### config.mk
export PLATFORM = sky130hd
export DESIGN_NAME = mem_stage
export DESIGN_NICKNAME = d
export VERILOG_FILES = /design/src/rtl/mem_stage.sv
export SDC_FILE = /design/constraint.sdc
export NUM_CORES = 1
export LEC_CHECK = 0
export ABC_CLOCK_PERIOD_IN_PS = 1950
export CORE_ASPECT_RATIO = 1.4
export CORE_MARGIN = 5
export CORE_UTILIZATION = 30
export DETAILED_ROUTE_END_ITERATION = 12
export PLACE_DENSITY_LB_ADDON = 0.05
export SLEW_MARGIN = 20
export SYNTH_ARGS = -nofsm -noshare
export SYNTH_HDL_FRONTEND = slang
export SYNTH_SLANG_ARGS = --single-unit
### constraint.sdc
create_clock -name clk -period 1.95 [get_ports clk]
set_clock_uncertainty 0.2 [all_clocks]
set_input_delay 0.39 -clock clk [delete_from_list [all_inputs] [get_ports clk]]
set_output_delay 0.39 -clock clk [all_outputs]
set_load 0.05 [all_outputs]
### src/rtl/mem_stage.sv
// Memory-access pipeline stage: req/ack data-memory handshake with byte lanes and ME register.
// Optional misaligned word-access trap enabled by defining MEM_MISALIGN_TRAP_EN.
module mem_stage #(
  parameter int AW = 32
) (
  input  logic          clk,
  input  logic          rst_n,
  input  logic          flush,
  input  logic [31:0]   Result_EX,
  input  logic [31:0]   WrDat_EX,
  input  logic [4:0]    WriteReg_EX,
  input  logic          RegWrite_EX,
  input  logic          MemToReg_EX,
  input  logic          MemWrite_EX,
  input  logic          LoadB_EX,
  input  logic          StoreB_EX,
  input  logic          InstrVal_EX,
  output logic          DmReq,
  output logic          DmWe,
  output logic [AW-1:0] DmAddr,
  output logic [31:0]   DmWrDat,
  output logic [3:0]    DmByteEn,
  input  logic          DmAck,
  input  logic [31:0]   DmRdDat,
  output logic          MemStall_ME,
  output logic [31:0]   ResultRdDat_ME,
  output logic [4:0]    WriteReg_ME,
  output logic          RegWrite_ME,
  output logic          InstrVal_ME,
  output logic          AddrErr_ME
);

  typedef enum logic [1:0] {IDLE, BUSY, DRAIN} state_t;

  state_t      state;
  logic        mem_op_raw;
  logic        misalign;
  logic        mem_op;
  logic        req;
  logic        stall;
  logic [7:0]  ld_byte;
  logic [31:0] ld_dat;

  assign mem_op_raw = InstrVal_EX & (MemToReg_EX | MemWrite_EX) & ~flush;

`ifdef MEM_MISALIGN_TRAP_EN
  assign misalign = mem_op_raw & ~LoadB_EX & ~StoreB_EX & (Result_EX[1:0] != 2'b00);
`else
  assign misalign = 1'b0;
`endif

  assign mem_op = mem_op_raw & ~misalign;

  always_comb begin
    req   = 1'b0;
    stall = 1'b0;
    case (state)
      IDLE: begin
        req   = mem_op;
        stall = mem_op & ~DmAck;
      end
      BUSY: begin
        req   = 1'b1;
        stall = ~DmAck;
      end
      DRAIN: begin
        req   = 1'b1;
        stall = 1'b1;
      end
      default: begin
        req   = 1'b0;
        stall = 1'b0;
      end
    endcase
  end

  // Request is gated by reset so an EX-stage memop cannot raise DmReq while in reset.
  assign DmReq       = req & rst_n;
  assign MemStall_ME = stall;
  assign DmWe        = MemWrite_EX;
  assign DmAddr      = {Result_EX[AW-1:2], 2'b00};
  assign DmWrDat     = StoreB_EX ? {4{WrDat_EX[7:0]}} : WrDat_EX;
  assign DmByteEn    = StoreB_EX ? (4'b0001 << Result_EX[1:0]) : 4'hF;

  assign ld_byte = DmRdDat[{Result_EX[1:0], 3'b000} +: 8];
  assign ld_dat  = LoadB_EX ? {{24{ld_byte[7]}}, ld_byte} : DmRdDat;

  always_ff @(posedge clk or negedge rst_n) begin
    if (!rst_n) begin
      state          <= IDLE;
      ResultRdDat_ME <= '0;
      WriteReg_ME    <= '0;
      RegWrite_ME    <= 1'b0;
      InstrVal_ME    <= 1'b0;
`ifdef MEM_MISALIGN_TRAP_EN
      AddrErr_ME     <= 1'b0;
`endif
    end else begin
      case (state)
        IDLE:    if (mem_op & ~DmAck) state <= BUSY;
        BUSY:    if (DmAck) state <= IDLE;
                 else if (flush) state <= DRAIN;
        DRAIN:   if (DmAck) state <= IDLE;
        default: state <= IDLE;
      endcase

      if (flush | stall) begin
        ResultRdDat_ME <= '0;
        WriteReg_ME    <= '0;
        RegWrite_ME    <= 1'b0;
        InstrVal_ME    <= 1'b0;
`ifdef MEM_MISALIGN_TRAP_EN
        AddrErr_ME     <= 1'b0;
`endif
      end else begin
        ResultRdDat_ME <= MemToReg_EX ? ld_dat : Result_EX;
        WriteReg_ME    <= WriteReg_EX;
        RegWrite_ME    <= RegWrite_EX & ~misalign;
        InstrVal_ME    <= InstrVal_EX;
`ifdef MEM_MISALIGN_TRAP_EN
        AddrErr_ME     <= misalign;
`endif
      end
    end
  end

`ifndef MEM_MISALIGN_TRAP_EN
  assign AddrErr_ME = 1'b0;
`endif

endmodule

==> impl_results.md, run 1 <==
* P per Cell Area at 869 nW/µm²
* Synth area leaders: dfrtp_1 38%, buf_4 12%, a21oi_2 6.6%, o21ai_0 6.6%, nor3_1 5.8%
* HPWL after DPL at 10200 µm
* Dpl ws at -0.449 ns
* Global-route wire length before repair at 18200 µm
* Seq pwr share at 20.3%
* Cell Rows at 40
* Die Span X at 89.7 µm
* Main synth FF type: dfrtp_1
* Violated checks: setup timing
* EDFF count, synth at 0
* Peak VDD IR at 0.732 mV
* Final Setup Violations at 40
* Die area at 10900 µm²
* Rel. slew slack at 63.1%
* Area fraction of the dominant cell type after synthesis at 38.5%
* Layout area overhead at 131%
* Mean Syn Cell Area at 8.23 µm²
* FF/Latch Area at 1030 µm²
* Status: finished, violations left
* Compound-Gate Fraction of Synth Area at 18.0%
* Most frequent cell after synthesis: buf_4
* Cell area after synthesis at 2670 µm²
* P_leak at 2.88 nW
* Post-DR wirelength/cell at 19.2 µm
* Antenna violations before repair at 0
* Comb power frac at 62.3%
* 1st-iter DRT viols at 93
* Area of the multi-input gates at 1370 µm²
* GPL Wtd Cong at 0.776
* Tcrit/Tclk final at 124%
* Crit Path Max Fanout at 3
* Sw power at 2.22 mW
* Vias at 3073
* Tot Pwr at 5.35 mW
* Deepest clock path buffer count at 2
* Clk slew on worst S/H paths at 0.07 ns
* CTS sink cnt at 41
* Asr flop ratio synth at 100%
* CP endpoint kind: primary output
* Synth Area in Adders at 2.35%
* Final net count at 661
* Post-layout min period at 2.43 ns
* Type of origin of the critical path: flip-flop
* Fillcell total at 671
* Mux contribution to synthesized area at 3.89%
* MaxCap Viol Count at 0
* P_int at 3.12 mW
* H-tree Lvls at 2
* Final WL at 12500 µm
* Hold Violations, Final at 0
* Number of global-route vias before repair at 3259
* Number of synthesized register bits at 41
* Crit-path max cell delay at 0.42 ns
* GRT overflow at 0
* # DRC at 0
* Cell Chain, Critical Path: inv_2 -> ha_4 -> or3b_1 -> or3_4 -> nand2_8 -> buf_12
* Initial core utilization at 30.8%
* Diodes inserted at 0
* Sw frac at 41.6%
* CTS tree: yes
* Post-Synth Simple-Gate Area at 15.8%
* Req. time, crit path at 1.36 ns
* DP Cell Count at 630
* Largest net degree at the start of global routing at 42
* Die Y at 122 µm
* Clock Power Share at 17.4%
* Num CTS Buffers at 5
* Post-synth top area cell: dfrtp_1
* Clock root buffer master: clkbuf_16
* Critical Path AT at 1.84 ns
* Post-Synth XOR/XNOR Area at 0%
* Worst-Margin Slew at 0.553 ns
* Final worst setup slack at -0.476 ns
* Distinct cells, synth at 34
* Sequential share of the synthesized area at 38.5%
* RSZ-0062 raised after global routing: yes
* Port Buffers at 218
* I/O pins at 222
* Fmax at 412 MHz
* Worst Setup Path Type: reg -> out
* Final Max Slew Viols at 0
* Vias per Instance at 4.73
* Core Area at 8660 µm²
* Finished Layout Cells at 650
* Mapped Cells at 324
* Yosys warns at 0
* Combinational family with the most area after synthesis: buffers and inverters
* DR pass1 iterations at 4
* Clk Latency, worst-skew pair at 0.29 ns
* Total global-route track usage at 22.2%
* ANT nets after route at 0
* Top post-synthesis cells by count: 43 x buf_4, 41 x dfrtp_1, 37 x nor2_1, 35 x inv_1, 35 x o21ai_0
* Share of layout cells above drive strength 1 at 47.0%
* Worst Hold Class: in -> async
* Crit-path slowest cell: dfrtp_1
==> cell usage in the layout, fill, tap and decap left out, types with 7 or more instances in the layout <==
cell             instances
a21oi_1                  8
a21oi_2                 21
buf_12                  75
buf_4                   82
clkdlybuf4s50_1        102
dfrtp_1                 41
inv_1                   33
mux2i_1                  7
nand2_1                 14
nor2_1                  35
nor3_1                  14
nor3_2                  17
o21ai_0                  8
o21ai_2                 27
==> layer usage <==
layer  GRT usage (%)  share of wire, %  vias to the layer above
met2            41.9                55                      143
met4            6.52               2.3                        0
li1                -                 -                     1465
met5               0                 0                        -
met3            5.41               9.5                       17
met1            23.4                33                     1448
==> metrics by stage <==
step / hold WS [ns] / util, % / setup TNS, ns / area [µm²]
floorplan: -0.106 / - / -2.85 / 2900
global placement: 0.357 / 66.1 / -15.21 / 5720
detailed placement: 0.372 / 66.1 / -16.21 / 5720
CTS: 0.0682 / 70.1 / -11.46 / 6070
global route: 0.0910 / 71.1 / -13.42 / 6150
finish: 0.0280 / 71.1 / -10.82 / 6150
==> final cells by class <==
class | count | area share (%)
Multi-Input combinational cell | 187 | 22.3
Timing Repair Buffer | 274 | 54.1
Clock inverter | 2 | 0.569
Tap cell | 105 | 2.14
Clock buffer | 5 | 2.03
Inverter | 36 | 2.20
Sequential cell | 41 | 16.7
==> power groups by stage <==
stage	clock network (mW)	logic [mW]	registers, mW
floorplan	0	1.14	1.62
global placement	0	2.93	1.09
detailed placement	0	2.97	1.10
CTS	0.944	3.23	1.09
global route	0.972	3.49	1.10
finish	0.932	3.33	1.08
==> registers in the layout, summed over array words and instances (netlist names) <==
register	flops
InstrVal_ME	1
ResultRdDat_ME	32
WriteReg_ME	5
state	2
RegWrite_ME	1
==> critical path, delay by kind of cell, from the launching register on <==
kind	cells	cell delay [ns]
DFF	1	0.42
buffers and inverters	2	0.22
and+or+nand+nor	3	0.78
adders and majority gates	1	0.13
==> path summary, 6_finish.rpt <==
check / cells past startpoint / startpoint / slack [ns] / end
setup / recovery: 6 / state[1]$_DFFE_PN0P_ / -0.48 / MemStall_ME
hold / removal: 2 / rst_n / 0.03 / state[0]$_DFFE_PN0P_
setup reg to reg: 9 / state[1]$_DFFE_PN0P_ / -0.28 / ResultRdDat_ME[1]$_DFF_PN0_
hold reg to reg: 2 / state[0]$_DFFE_PN0P_ / 0.47 / state[0]$_DFFE_PN0P_
max in group asynchronous: 2 / rst_n / 1.12 / ResultRdDat_ME[30]$_DFF_PN0_
min in group clk: 3 / WriteReg_EX[4] / 0.42 / WriteReg_ME[4]$_DFF_PN0_
==> cell families (layout without fill, tap and decap cells) <==
group | after synthesis | in the layout
other cells | 1 | 3
flops | 41 | 41
compound gates | 76 | 76
fa+ha+maj | 5 | 5
mux | 9 | 9
simple gates | 94 | 94
buf+inv | 98 | 317
==> repair_timing <==
action	in CTS	in global routing
gates cloned	2	0
gates resized for setup	17	15
setup buffers	9	2
hold endpoints to repair	0	0
setup endpoints to repair	44	44
pin swaps	2	3
hold buffers	0	0
Power figures use the tool's default switching activity.
==> run 2: changes to the inputs <==
--- a/config.mk
+++ b/config.mk
@@ -6,10 +6,10 @@
 export NUM_CORES = 1
 export LEC_CHECK = 0
 export ABC_CLOCK_PERIOD_IN_PS = 1950
-export CORE_ASPECT_RATIO = 1.4
-export CORE_MARGIN = 5
-export CORE_UTILIZATION = 30
+export CORE_AREA = 5 5 83 85
 export DETAILED_ROUTE_END_ITERATION = 12
+export DIE_AREA = 0 0 88 90
+export DONT_BUFFER_PORTS = 1
 export PLACE_DENSITY_LB_ADDON = 0.05
 export SLEW_MARGIN = 20
 export SYNTH_ARGS = -nofsm -noshare
==> impl_results.md, run 2 (synthesized netlist as in run 1, its figures left out) <==
* P per Cell Area at 1230 nW/µm²
* Die Span X at 88 µm
* Clk slew on worst S/H paths at 0.09 ns
* Critical Path AT at 1.79 ns
* CTS tree: yes
* Num CTS Buffers at 5
* Post-DR wirelength/cell at 21.4 µm
* Final net count at 438
* Fmax at 420 MHz
* Worst-Margin Slew at 0.579 ns
* RSZ-0062 raised after global routing: yes
* Req. time, crit path at 1.36 ns
* 1st-iter DRT viols at 75
* Worst Setup Path Type: reg -> out
* Vias at 2188
* Final worst setup slack at -0.430 ns
* Most common cell after layout, fill and taps aside: dfrtp_1
* Tot Pwr at 3.93 mW
* Initial core utilization at 43.5%
* Rel. slew slack at 61.4%
* Clock root buffer master: clkbuf_8
* # DRC at 0
* Final WL at 8580 µm
* Total global-route track usage at 21.0%
* Violated checks: setup timing
* Antenna violations before repair at 1
* Flop2flop setup slack at -0.37 ns
* Post-layout min period at 2.38 ns
* Port Buffers at 0
* Layout area overhead at 20.1%
* Final Max Slew Viols at 0
* Max reg flops at 32
* I/O pins at 222
* Die area at 7920 µm²
* Hold Startpoint: Result_EX[11]
* Hold Violations, Final at 0
* CTS sink cnt at 41
* Crit Path Max Fanout at 4
* Most frequent cells in the layout: 41 x dfrtp_1, 37 x nor2_1, 33 x inv_1
* RR Endpoint: ResultRdDat_ME[2]$_DFF_PN0_
* Peak VDD IR at 0.907 mV
* H-tree Lvls at 2
* Worst-case reg-to-reg path depth at 9
* Cell Rows at 29
* GRT overflow at 0
* Biggest regs: ResultRdDat_ME: 32 flops, WriteReg_ME: 5 flops, state: 2 flops
* Largest net degree at the start of global routing at 42
* P_leak at 1.53 nW
* Top reg by flops: ResultRdDat_ME
* ANT nets after route at 0
* Worst R2R Start: state[0]$_DFFE_PN0P_
* Final Setup Violations at 40
* MaxCap Viol Count at 0
* Die Y at 90 µm
* Deepest clock path buffer count at 2
* Clk Latency, worst-skew pair at 0.30 ns
* Hold path endpoint: ResultRdDat_ME[11]$_DFF_PN0_
* Final core occ at 52.2%
* Tcrit/Tclk final at 122%
* CP endpoint kind: primary output
* Worst Hold Class: in -> reg
* Share of layout cells above drive strength 1 at 38.4%
* Core Area at 6130 µm²
* Crit. Startpoint: state[0]$_DFFE_PN0P_
* GPL Wtd Cong at 0.773
* Number of global-route vias before repair at 2231
* Status: finished, violations left
* Vias per Instance at 5.46
* DR pass1 iterations at 4
* HPWL after DPL at 6480 µm
* Min-Delay Path Depth at 2
* Type of origin of the critical path: flip-flop
* Global-route wire length before repair at 12800 µm
run 2: stage by stage:
stage                     cell area (µm²)  setup WS (ns)  hold WS (ns)  TNS (ns)  std cells
after CTS                            3150         -0.426        0.0251     -8.91        396
after floorplan                      2900         -0.309        -0.106     -2.85        326
after global routing                 3200         -0.470        0.0239    -15.18        401
final                                3200         -0.430        0.0368    -13.43        401
after detailed placement             2810         -0.141        -0.104     -4.00        374
after global placement               2810         -0.121        -0.105     -3.66        374
run 2: per-layer routing:
metal | GRT usage [%] | up-vias | routed length [µm]
met4 | 6.01 | 0 | 82
met3 | 7.59 | 9 | 894
li1 | - | 1025 | -
met2 | 37.1 | 128 | 4570
met1 | 23.2 | 1026 | 3020
met5 | 0 | - | 0
run 2: how the worst max path moves through the flow:
stage,endpoint
after floorplan,DmByteEn[0]
after global placement,WriteReg_ME[3]$_DFF_PN0_
after detailed placement,WriteReg_ME[2]$_DFF_PN0_
after CTS,MemStall_ME
after global routing,MemStall_ME
final,MemStall_ME
run 2: cell type report:
cell class	count	area, µm²
fillers	591	2930
multi-input cells	187	1310
flip-flops and latches	41	1030
repair buffers	51	493
inverters	36	135
well taps	77	96.3
clock buffers	5	68.8
clock inverters	3	68.8
diodes	1	2.50
run 2: what timing repair did:
action	in CTS	in global routing
pin swaps	0	1
hold buffers	9	0
setup buffers	3	4
endpoints found under the hold margin	48	0
resized for setup	12	6
setup endpoints to repair	39	41
gates cloned	2	0
run 2: worst max-delay path, stage by stage (launching register included):
cell and delay (ns):
dfrtp_1 0.43, inv_2 0.10, ha_4 0.13, or3b_1 0.33, or3_4 0.37, nand2_8 0.12
run 2: power breakdown:
group	total (mW)	switching, mW	internal (mW)
sequential	1.64	0.632	1.01
clock	0.851	0.336	0.516
combinational	1.43	0.785	0.649
total	3.93	1.75	2.17
==> run 3: changes to the inputs <==
--- a/config.mk
+++ b/config.mk
@@ -11,7 +11,7 @@
 export DIE_AREA = 0 0 88 90
 export DONT_BUFFER_PORTS = 1
 export PLACE_DENSITY_LB_ADDON = 0.05
-export SLEW_MARGIN = 20
+export RECOVER_POWER = 50
 export SYNTH_ARGS = -nofsm -noshare
 export SYNTH_HDL_FRONTEND = slang
 export SYNTH_SLANG_ARGS = --single-unit
==> impl_results.md, run 3 (synthesized netlist as in run 1, its figures left out) <==
* P per Cell Area at 1230 nW/µm²
* MaxCap Viol Count at 0
* Final worst setup slack at -0.430 ns
* Initial core utilization at 43.5%
* ANT nets after route at 0
* Biggest regs: ResultRdDat_ME: 32 flops, WriteReg_ME: 5 flops, state: 2 flops
* Fmax at 420 MHz
* CP endpoint kind: primary output
* Number of global-route vias before repair at 2231
* Tot Pwr at 3.92 mW
* Die area at 7920 µm²
* Crit-path max cell delay at 0.43 ns
* Port Buffers at 0
* Violated checks: setup timing
* Flop2flop setup slack at -0.37 ns
* Tcrit/Tclk final at 122%
* Die Span X at 88 µm
* Final Setup Violations at 40
* Cell Rows at 29
* Num CTS Buffers at 5
* Worst Setup Path Type: reg -> out
* Final setup TNS at -13.43 ns
* 1st-iter DRT viols at 75
* Hold slack at 0.0368 ns
* Worst-case reg-to-reg path depth at 9
* HPWL after DPL at 6480 µm
* Worst Hold Class: in -> reg
* Total global-route track usage at 21.0%
* CP top delay family: simple AND/OR/NAND/NOR gates
* Cell Chain, Critical Path: inv_2 -> ha_4 -> or3b_1 -> or3_4 -> nand2_8
* Worst R2R Start: state[0]$_DFFE_PN0P_
* P_leak at 1.52 nW
* Hold path endpoint: ResultRdDat_ME[11]$_DFF_PN0_
* Worst-Margin Slew at 1.05 ns
* Deepest clock path buffer count at 2
* Fillcell total at 594
* Max reg flops at 32
* Final Cell Area at 3180 µm²
* Crit Path Max Fanout at 4
* Area after DPL at 2810 µm²
* Peak VDD IR at 0.907 mV
* Area of the multi-input gates at 1310 µm²
* RR Endpoint: ResultRdDat_ME[2]$_DFF_PN0_
* Clk Latency, worst-skew pair at 0.30 ns
* I/O pins at 222
* Finished Layout Cells at 401
* CTS tree: yes
* Vias at 2188
* Post-layout min period at 2.38 ns
* Global-route wire length before repair at 12800 µm
* Final WL at 8580 µm
* Critical Path AT at 1.79 ns
* Type of origin of the critical path: flip-flop
* Most frequent cells in the layout: 41 x dfrtp_1, 37 x nor2_1, 33 x inv_1
* Vias per Instance at 5.46
* FF/Latch Area at 1030 µm²
* H-tree Lvls at 2
* GPL Wtd Cong at 0.773
* Final net count at 438
* Share of layout cells above drive strength 1 at 38.4%
* Top reg by flops: ResultRdDat_ME
* RSZ-0062 raised after global routing: yes
* Rel. slew slack at 30.1%
* Hold Violations, Final at 0
* Layout area overhead at 19.2%
* Die Y at 90 µm
* Largest net degree at the start of global routing at 42
* Final Max Slew Viols at 0
* DR pass1 iterations at 4
* Status: finished, violations left
* Clock root buffer master: clkbuf_8
* Most common cell after layout, fill and taps aside: dfrtp_1
* DP Cell Count at 374
* Min-Delay Path Depth at 2
* Hold Startpoint: Result_EX[11]
* Crit path buf inv count at 1
* Req. time, crit path at 1.36 ns
* Post-DR wirelength/cell at 21.4 µm
* Crit-path slowest cell: dfrtp_1
* GRT overflow at 0
* Clk slew on worst S/H paths at 0.09 ns
* # DRC at 0
* CTS sink cnt at 41
* Core Area at 6130 µm²
* Antenna violations before repair at 1
-- run 3: changes by cell type in the layout (fill, tap and decap cells not counted), sizes merged --
cell,change
buf,-1
clkbuf,+1
-- run 3: cell type report --
cell class | count | area share (%)
inverter | 36 | 4.25
antenna | 1 | 0.0787
timing repair buffer | 51 | 14.8
clock buffer | 5 | 2.16
multi-input combinational | 187 | 41.2
clock inverter | 3 | 2.16
tap | 77 | 3.03
sequential | 41 | 32.3
-- run 3: timing repair --
item / 4_1_cts / 5_1_grt
setup endpoints to repair: 39 / 41
endpoints found under the hold margin: 48 / 0
hold buffers: 9 / 0
setup buffers: 3 / 4
resized for setup: 12 / 6
cloned: 2 / 0
pin swaps: 0 / 1
-- run 3: how the worst max path moves through the flow --
| stage | from | to | slack (ns) | depth (start not counted) |
|---|---|---|---|---|
| detailed placement | state[0]$_DFFE_PN0P_ | WriteReg_ME[2]$_DFF_PN0_ | -0.14 | 7 |
| CTS | state[0]$_DFFE_PN0P_ | MemStall_ME | -0.43 | 5 |
| floorplan | Result_EX[0] | DmByteEn[0] | -0.31 | 2 |
| finish | state[0]$_DFFE_PN0P_ | MemStall_ME | -0.43 | 5 |
| global placement | state[0]$_DFFE_PN0P_ | WriteReg_ME[3]$_DFF_PN0_ | -0.12 | 7 |
| global route | state[0]$_DFFE_PN0P_ | MemStall_ME | -0.47 | 5 |
-- run 3: stage by stage --
step	util, %	worst slack, ns
after floorplan	-	-0.309
after global placement	45.8	-0.121
after detailed placement	45.8	-0.141
after CTS	51.4	-0.426
after global routing	51.8	-0.470
final	51.8	-0.430
-- run 3: power breakdown --
group	internal (mW)	switching, mW
Combinational	0.644	0.784
Clock	0.516	0.336
Sequential	1.01	0.632
-- run 3: metal layers --
metal | vias to the layer above | track usage [%] | share of wire (%)
met5 | - | 0 | 0
met4 | 0 | 6.01 | 0.93
met3 | 9 | 7.59 | 10
met2 | 128 | 37.1 | 53
met1 | 1027 | 23.2 | 35
li1 | 1024 | - | -
